$ cat src/rtl/ex_operand_stage.sv
// ID/EX operand stage: latches decoded ops, resolves rs/rt bypass, selects immediate, detects load-use hazards.
// Define EX_FWD_EN to enable the EX/MEM bypass network; otherwise ID stalls until producers retire.
module ex_operand_stage #(
  parameter int DW   = 32,
  parameter int AW   = 5,
  parameter int IMMW = 16
) (
  input  logic            clk,
  input  logic            rst,
  input  logic            id_valid,
  input  logic [2:0]      id_alu_op,
  input  logic [DW-1:0]   id_rs_val,
  input  logic [DW-1:0]   id_rt_val,
  input  logic [AW-1:0]   id_rs_addr,
  input  logic [AW-1:0]   id_rt_addr,
  input  logic [IMMW-1:0] id_imm,
  input  logic            id_use_imm,
  input  logic            id_imm_sext,
  input  logic [AW-1:0]   id_rd_addr,
  input  logic            id_reg_write,
  input  logic            id_mem_read,
  input  logic [DW-1:0]   alu_result,
  input  logic            mem_reg_write,
  input  logic [AW-1:0]   mem_rd_addr,
  input  logic [DW-1:0]   mem_data,
  input  logic            ex_hold,
  input  logic            flush,
  output logic [2:0]      ALU_OP,
  output logic [DW-1:0]   rs,
  output logic [DW-1:0]   rt,
  output logic            ex_valid,
  output logic [AW-1:0]   ex_rd_addr,
  output logic            ex_reg_write,
  output logic            ex_mem_read,
  output logic            ex_illegal,
  output logic            id_stall
);

  logic [DW-1:0] imm_ext;
  logic [DW-1:0] rs_byp;
  logic [DW-1:0] rt_byp;
  logic          hazard;

  assign imm_ext = id_imm_sext ? {{(DW-IMMW){id_imm[IMMW-1]}}, id_imm}
                               : {{(DW-IMMW){1'b0}}, id_imm};

`ifdef EX_FWD_EN
  logic ex_fwd;
  logic mem_fwd;

  // A load in this stage has no data yet, so it never feeds alu_result forward.
  assign ex_fwd  = ex_valid & ex_reg_write & ~ex_mem_read & (ex_rd_addr != '0);
  assign mem_fwd = mem_reg_write & (mem_rd_addr != '0);

  always_comb begin
    rs_byp = id_rs_val;
    if (ex_fwd && ex_rd_addr == id_rs_addr)        rs_byp = alu_result;
    else if (mem_fwd && mem_rd_addr == id_rs_addr) rs_byp = mem_data;
    rt_byp = id_rt_val;
    if (ex_fwd && ex_rd_addr == id_rt_addr)        rt_byp = alu_result;
    else if (mem_fwd && mem_rd_addr == id_rt_addr) rt_byp = mem_data;
  end

  assign hazard = id_valid & ex_valid & ex_mem_read & (ex_rd_addr != '0) &
                  ((ex_rd_addr == id_rs_addr) | ((ex_rd_addr == id_rt_addr) & ~id_use_imm));
`else
  logic ex_wr;
  logic mem_wr;
  logic unused_fwd;

  assign unused_fwd = ^{alu_result, mem_data};
  assign rs_byp     = id_rs_val;
  assign rt_byp     = id_rt_val;
  assign ex_wr      = ex_valid & ex_reg_write & (ex_rd_addr != '0);
  assign mem_wr     = mem_reg_write & (mem_rd_addr != '0);

  // Without bypass, any in-flight writer of a used source blocks ID until it reaches the regfile.
  assign hazard = id_valid & (
                  (ex_wr  & ((ex_rd_addr  == id_rs_addr) | ((ex_rd_addr  == id_rt_addr) & ~id_use_imm))) |
                  (mem_wr & ((mem_rd_addr == id_rs_addr) | ((mem_rd_addr == id_rt_addr) & ~id_use_imm))));
`endif

  assign id_stall = ex_hold | hazard;

  always_ff @(posedge clk or posedge rst) begin
    if (rst) begin
      ALU_OP       <= '0;
      rs           <= '0;
      rt           <= '0;
      ex_valid     <= 1'b0;
      ex_rd_addr   <= '0;
      ex_reg_write <= 1'b0;
      ex_mem_read  <= 1'b0;
      ex_illegal   <= 1'b0;
    end else if (!ex_hold) begin
      if (flush || hazard || !id_valid) begin
        ALU_OP       <= '0;
        rs           <= '0;
        rt           <= '0;
        ex_valid     <= 1'b0;
        ex_rd_addr   <= '0;
        ex_reg_write <= 1'b0;
        ex_mem_read  <= 1'b0;
        ex_illegal   <= 1'b0;
      end else begin
        ALU_OP       <= (id_alu_op == 3'b111) ? 3'b000 : id_alu_op;
        rs           <= rs_byp;
        rt           <= id_use_imm ? imm_ext : rt_byp;
        ex_valid     <= 1'b1;
        ex_rd_addr   <= id_rd_addr;
        ex_reg_write <= id_reg_write;
        ex_mem_read  <= id_mem_read;
        ex_illegal   <= (id_alu_op == 3'b111);
      end
    end
  end

endmodule

$ cat config.mk
export PLATFORM = sky130hd
export DESIGN_NAME = ex_operand_stage
export DESIGN_NICKNAME = d
export VERILOG_FILES = /design/src/rtl/ex_operand_stage.sv
export SDC_FILE = /design/constraint.sdc
export NUM_CORES = 1
export LEC_CHECK = 0
export CAP_MARGIN = 5
export CORE_MARGIN = 1.5
export CORE_UTILIZATION = 30
export DETAILED_ROUTE_END_ITERATION = 10
export GPL_TIMING_DRIVEN = 0
export HOLD_SLACK_MARGIN = 0.02
export PLACE_DENSITY = 0.81
export SYNTH_ARGS = -nofsm -noshare
export SYNTH_HDL_FRONTEND = slang
export SYNTH_SLANG_ARGS = --single-unit
$ cat constraint.sdc
create_clock -name clk -period 6.3 [get_ports clk]
set_input_delay 1.26 -clock clk [delete_from_list [all_inputs] [get_ports clk]]
set_output_delay 1.26 -clock clk [all_outputs]
set_load 0.01 [all_outputs]
# Yosys cells after proc, flatten, opt, wreduce, memory -nomap -nowiden
# Cells that the tools add are included.
[totals]
regBits = 76
inputBits = 177
output_inout_bits = 77
wordCells = 42
[classes]
n_eq_ne = 5
mux = 11
bitwise = 13
reduce_logical = 5
[op_table]
columns = ["operator", "count"]
rows = [
  ["2-to-1 mux 32 bit", 4],
  ["equality test 5 bit", 4],
  ["nonzero test 5 bit", 2],
  ["bitwise AND 1 bit", 8],
  ["2-to-1 mux 3 bit", 2],
  ["2-to-1 mux 5 bit", 1],
  ["2-to-1 mux 1 bit", 4],
  ["OR 1 bit", 4],
  ["equality test 3 bit (second input constant)", 1],
  ["logical OR 1 bit", 2],
  ["logical NOT 1 bit", 1],
  ["inverter 1 bit", 1],
]

# Longest topological paths before layout
[depth]
depth_word = 9
depth_mapped = 7

# Worst setup path after synthesis
# OpenSTA, ideal clock, no wires.
[synth_timing]
path_kind = "input -> output"
from = "input mem_rd_addr[1]"
to = "output id_stall"
t_arrival_ns = 2.518
slack_ns = 2.522
cell_stages = 6
cell_sequence = "or4_1 > o21ai_1 > o22ai_1 > buf_6 > buf_6 > a21o_1"
[synth_via]
elab_chain_cells = 7
elab_cells_between_ends = 10
cone_classes = "eq/ne (2); bitwise (7); reduce/logical (1)"
[synth_lines]
columns = ["element", "line", "text"]
rows = [
  ["start: declaration", "24", "input logic [AW-1:0] mem_rd_addr,"],
  ["equality test 5 bit", "80", "(mem_wr & ((mem_rd_addr == id_rs_addr) | ((mem_rd_addr == id_rt_addr) & ~id_use_imm))));"],
  ["bitwise AND 1 bit", "80", ""],
  ["OR 1 bit", "80", ""],
  ["bitwise AND 1 bit (*)", "80", ""],
  ["OR 1 bit (*)", "79", "(ex_wr & ((ex_rd_addr == id_rs_addr) | ((ex_rd_addr == id_rt_addr) & ~id_use_imm))) |"],
  ["bitwise AND 1 bit (*)", "78", "assign hazard = id_valid & ("],
  ["OR 1 bit (*)", "83", "assign id_stall = ex_hold | hazard;"],
  ["end: declaration", "36", "output logic id_stall"],
]
# Mark *: on every way between the ends. The rest lies on a longest branch, timed or not.

# Final worst setup path
[layout_timing]
from = "input mem_rd_addr[0]"
to = "output id_stall"
# Same word-level chain as after synthesis.

==> run summary <==
Syn Area/Cell - 11.78 um^2
post-synth cell types - 33
Crit Path Category - input pin to primary output
DR WL met2 - 5420 um
port bufs - 187
diode count - 0
Via density - 5.113
die width - 111.2 um
Max clock buf depth - 2
f_max - 202.1 MHz
Reg2Reg Depth - 7
Placement Setup Slack - 1.351 ns
worst r2r src - ex_rd_addr[2]$_DFFE_PP0N_
Crit path largest cell delay - 0.54 ns
ANT nets after route - 0
RSZ-0062 raised after global routing - no
post-CTS resize count - 0
status - completed
met3 wire len - 939 um
drt drc - 0
crit path max fanout - 10
setup TNS - 0 ns
drt total wl - 11070 um
Critical Path Stages - 9
Nets - 674
Slew Limit Fails - 0
shortest period the worst path allows - 4.947 ns
Final WS setup - 1.353 ns
Num CTS Buffers - 9
first-pass GRT wire length - 18340 um
Buffers & Inverters on Critical Path - 4
ys async rst share - 100.0%
Crit-path slowest cell - clkdlybuf4s50_1
top cell type by total area after synthesis - dfrtp_1
# H-tree levels - 3
CTS tree - yes
Synth top area share - 54.19%
per-cell routed wire length - 17.19 um
setup bufs post-CTS - 0
Top delay family on crit path - buffers and inverters
Final HPWL DP - 8535 um
clk_lat worst skew - 0.32 ns
synthesized netlist net count - 475
Worst Setup End Kind - primary output
io pins - 254
row count - 39
Layout Utilization - 51.26%
sequential share of the synthesized area - 54.19%
pwr/cell area - 213.6 nW/um^2
area grow syn2layout - 66.77%
crit path capture - id_stall
Post-Synthesis Cells - 298
hold crit path type - flop to flop
reg2reg end - ex_rd_addr[1]$_DFFE_PP0N_
top-count cell post-synth - dfrtp_1
Chip Height - 111.2 um
Worst setup SP type - input pin
Overall Power - 1250 uW
fin crit share - 78.52%
core footprint - 11420 um^2
Cell Area, Synth - 3510 um^2
number of synthesized register bits - 76
initial antenna violation count - 0
Worst-Margin Slew - 0.7977 ns
Synth area leaders - dfrtp_1 54%, a32o_1 11%, o31ai_2 4.6%
DR pass1 iterations - 4
crit path DAT - 3.69 ns
EDFF count, synth - 0
Most used DFF post-synth - dfrtp_1
CTS clk-pin slew, worst paths - 0.06 ns
Critical Path Start - mem_rd_addr[0]
full die area - 12360 um^2
hold_buf cts - 0
Ys Warns - 0
layout cells sized above 1 - 7.984%
max-capacitance violation count - 0
largest net degree at the start of global routing - 44
Relative slew margins - 46.71%
highest metal layer with signal wires - met4
vias in the first global route - 3725
vias - 3293
crit path cell chain - clkdlybuf4s50_1 -> xor2_1 -> nor4_1 -> a32oi_1 -> o22ai_1 -> buf_6 -> buf_6 -> a21o_1 -> clkdlybuf4s50_1
initial drt markers - 204
total track usage - 18.37%
Fin Clk Skew - 0.006630 ns
Final setup viols - 0
# clock sinks - 76
Root Buffer - clkbuf_16
most frequent cells after synthesis - 76 x dfrtp_1, 40 x nand2_1, 39 x a32o_1, 20 x clkbuf_1
peak supply drop - 0.00009946 V
hold slack - 0.4849 ns
Metal-1 WL - 4562 um
Worst Path Required - 5.04 ns
R2R setup slack - 4.19 ns
GPL Wtd Cong - 0.8086
final hold vios - 0
Leakage - 0.002418 uW
GRT overflow - 0
Starting Density - 30.74%
[cell usage in the layout (no fill, tap or decap), types with 2 or more instances in the layout]
master | Yosys | routed
buf_4 | 2 | 2
o21ai_0 | 5 | 5
or4_1 | 2 | 2
clkdlybuf4s50_1 | 0 | 187
nor2_1 | 2 | 2
a21oi_1 | 16 | 16
clkbuf_8 | 0 | 2
a32o_1 | 39 | 39
o31ai_1 | 18 | 18
nand2_1 | 40 | 40
a32oi_1 | 2 | 2
nor3_1 | 2 | 2
buf_6 | 4 | 4
dfrtp_1 | 76 | 76
nor4_1 | 2 | 2
clkinv_2 | 0 | 2
mux2i_1 | 16 | 16
clkbuf_1 | 20 | 22
xnor2_1 | 2 | 2
o31ai_2 | 13 | 13
nand3_1 | 3 | 3
clkbuf_16 | 0 | 9
buf_2 | 3 | 3
xor2_1 | 18 | 18
[report_power, final]
group,internal [uW],leakage [uW],switching (uW)
clock network,285,0.000135,184
registers,516,0.00103,18.7
logic,146,0.00125,101
total,947,0.00242,304
[worst min-delay path by stage]
stage                                  start                 end  cells after the start
after floorplan           rt[14]$_DFFE_PP0N_  rt[14]$_DFFE_PP0N_                      2
after global placement    rt[31]$_DFFE_PP0N_  rt[31]$_DFFE_PP0N_                      2
after detailed placement  rt[27]$_DFFE_PP0N_  rt[27]$_DFFE_PP0N_                      2
after CTS                 rt[27]$_DFFE_PP0N_  rt[27]$_DFFE_PP0N_                      2
after global routing      rs[30]$_DFFE_PP0N_  rs[30]$_DFFE_PP0N_                      1
final                     rt[30]$_DFFE_PP0N_  rt[30]$_DFFE_PP0N_                      2
[stage by stage]
step                instance area (um^2)  std cells
finish                              5853        644
global route                        5853        644
CTS                                 5853        644
detailed placement                  5583        629
global placement                    5560        628
floorplan                           3510        298
[layer usage]
| metal | up-vias | track usage (%) |
|---|---|---|
| met1 | 1616 | 20.99 |
| met4 | 0 | 5.316 |
| met3 | 13 | 6.670 |
| met5 | - | 0 |
| li1 | 1528 | - |
| met2 | 136 | 32.15 |
[final cells by class]
cell class                      instances  area, um^2
Buffer                                 30       153.9
Clock buffer                           13       260.3
Clock inverter                          2       10.01
Fill cell                            1031        5565
Inverter                                2       10.01
Multi-Input combinational cell        190        1446
Sequential cell                        76        1902
Tap cell                              143       178.9
Timing Repair Buffer                  188        1892
[worst register-to-register path, cell delays in order (launching register included)]
cell and delay [ns]:
dfrtp_1 0.45, xor2_1 0.19, nor4_1 0.31, a32oi_1 0.17, o22a_1 0.27, buf_4 0.20, buf_6 0.15, a32o_1 0.25
[state kept, by name, indices dropped and copies added (netlist names)]
| register | flops |
|---|---|
| rs | 32 |
| rt | 32 |
| ex_rd_addr | 5 |
| ALU_OP | 3 |
| ex_illegal | 1 |
| ex_mem_read | 1 |
| ex_reg_write | 1 |
| ex_valid | 1 |
[cell families (layout without fill, tap and decap cells)]
kind of cell	Yosys count	count (layout)	share of synthesized area, %
xor gates and xnor gates	20	20	4.991
and+or+nand+nor	55	55	6.809
muxes	16	16	4.563
DFF	76	76	54.19
buffers and inverters	32	235	4.598
AOI/OAI and AO/OA	99	99	24.85
(Power assumes the default switching activity.)
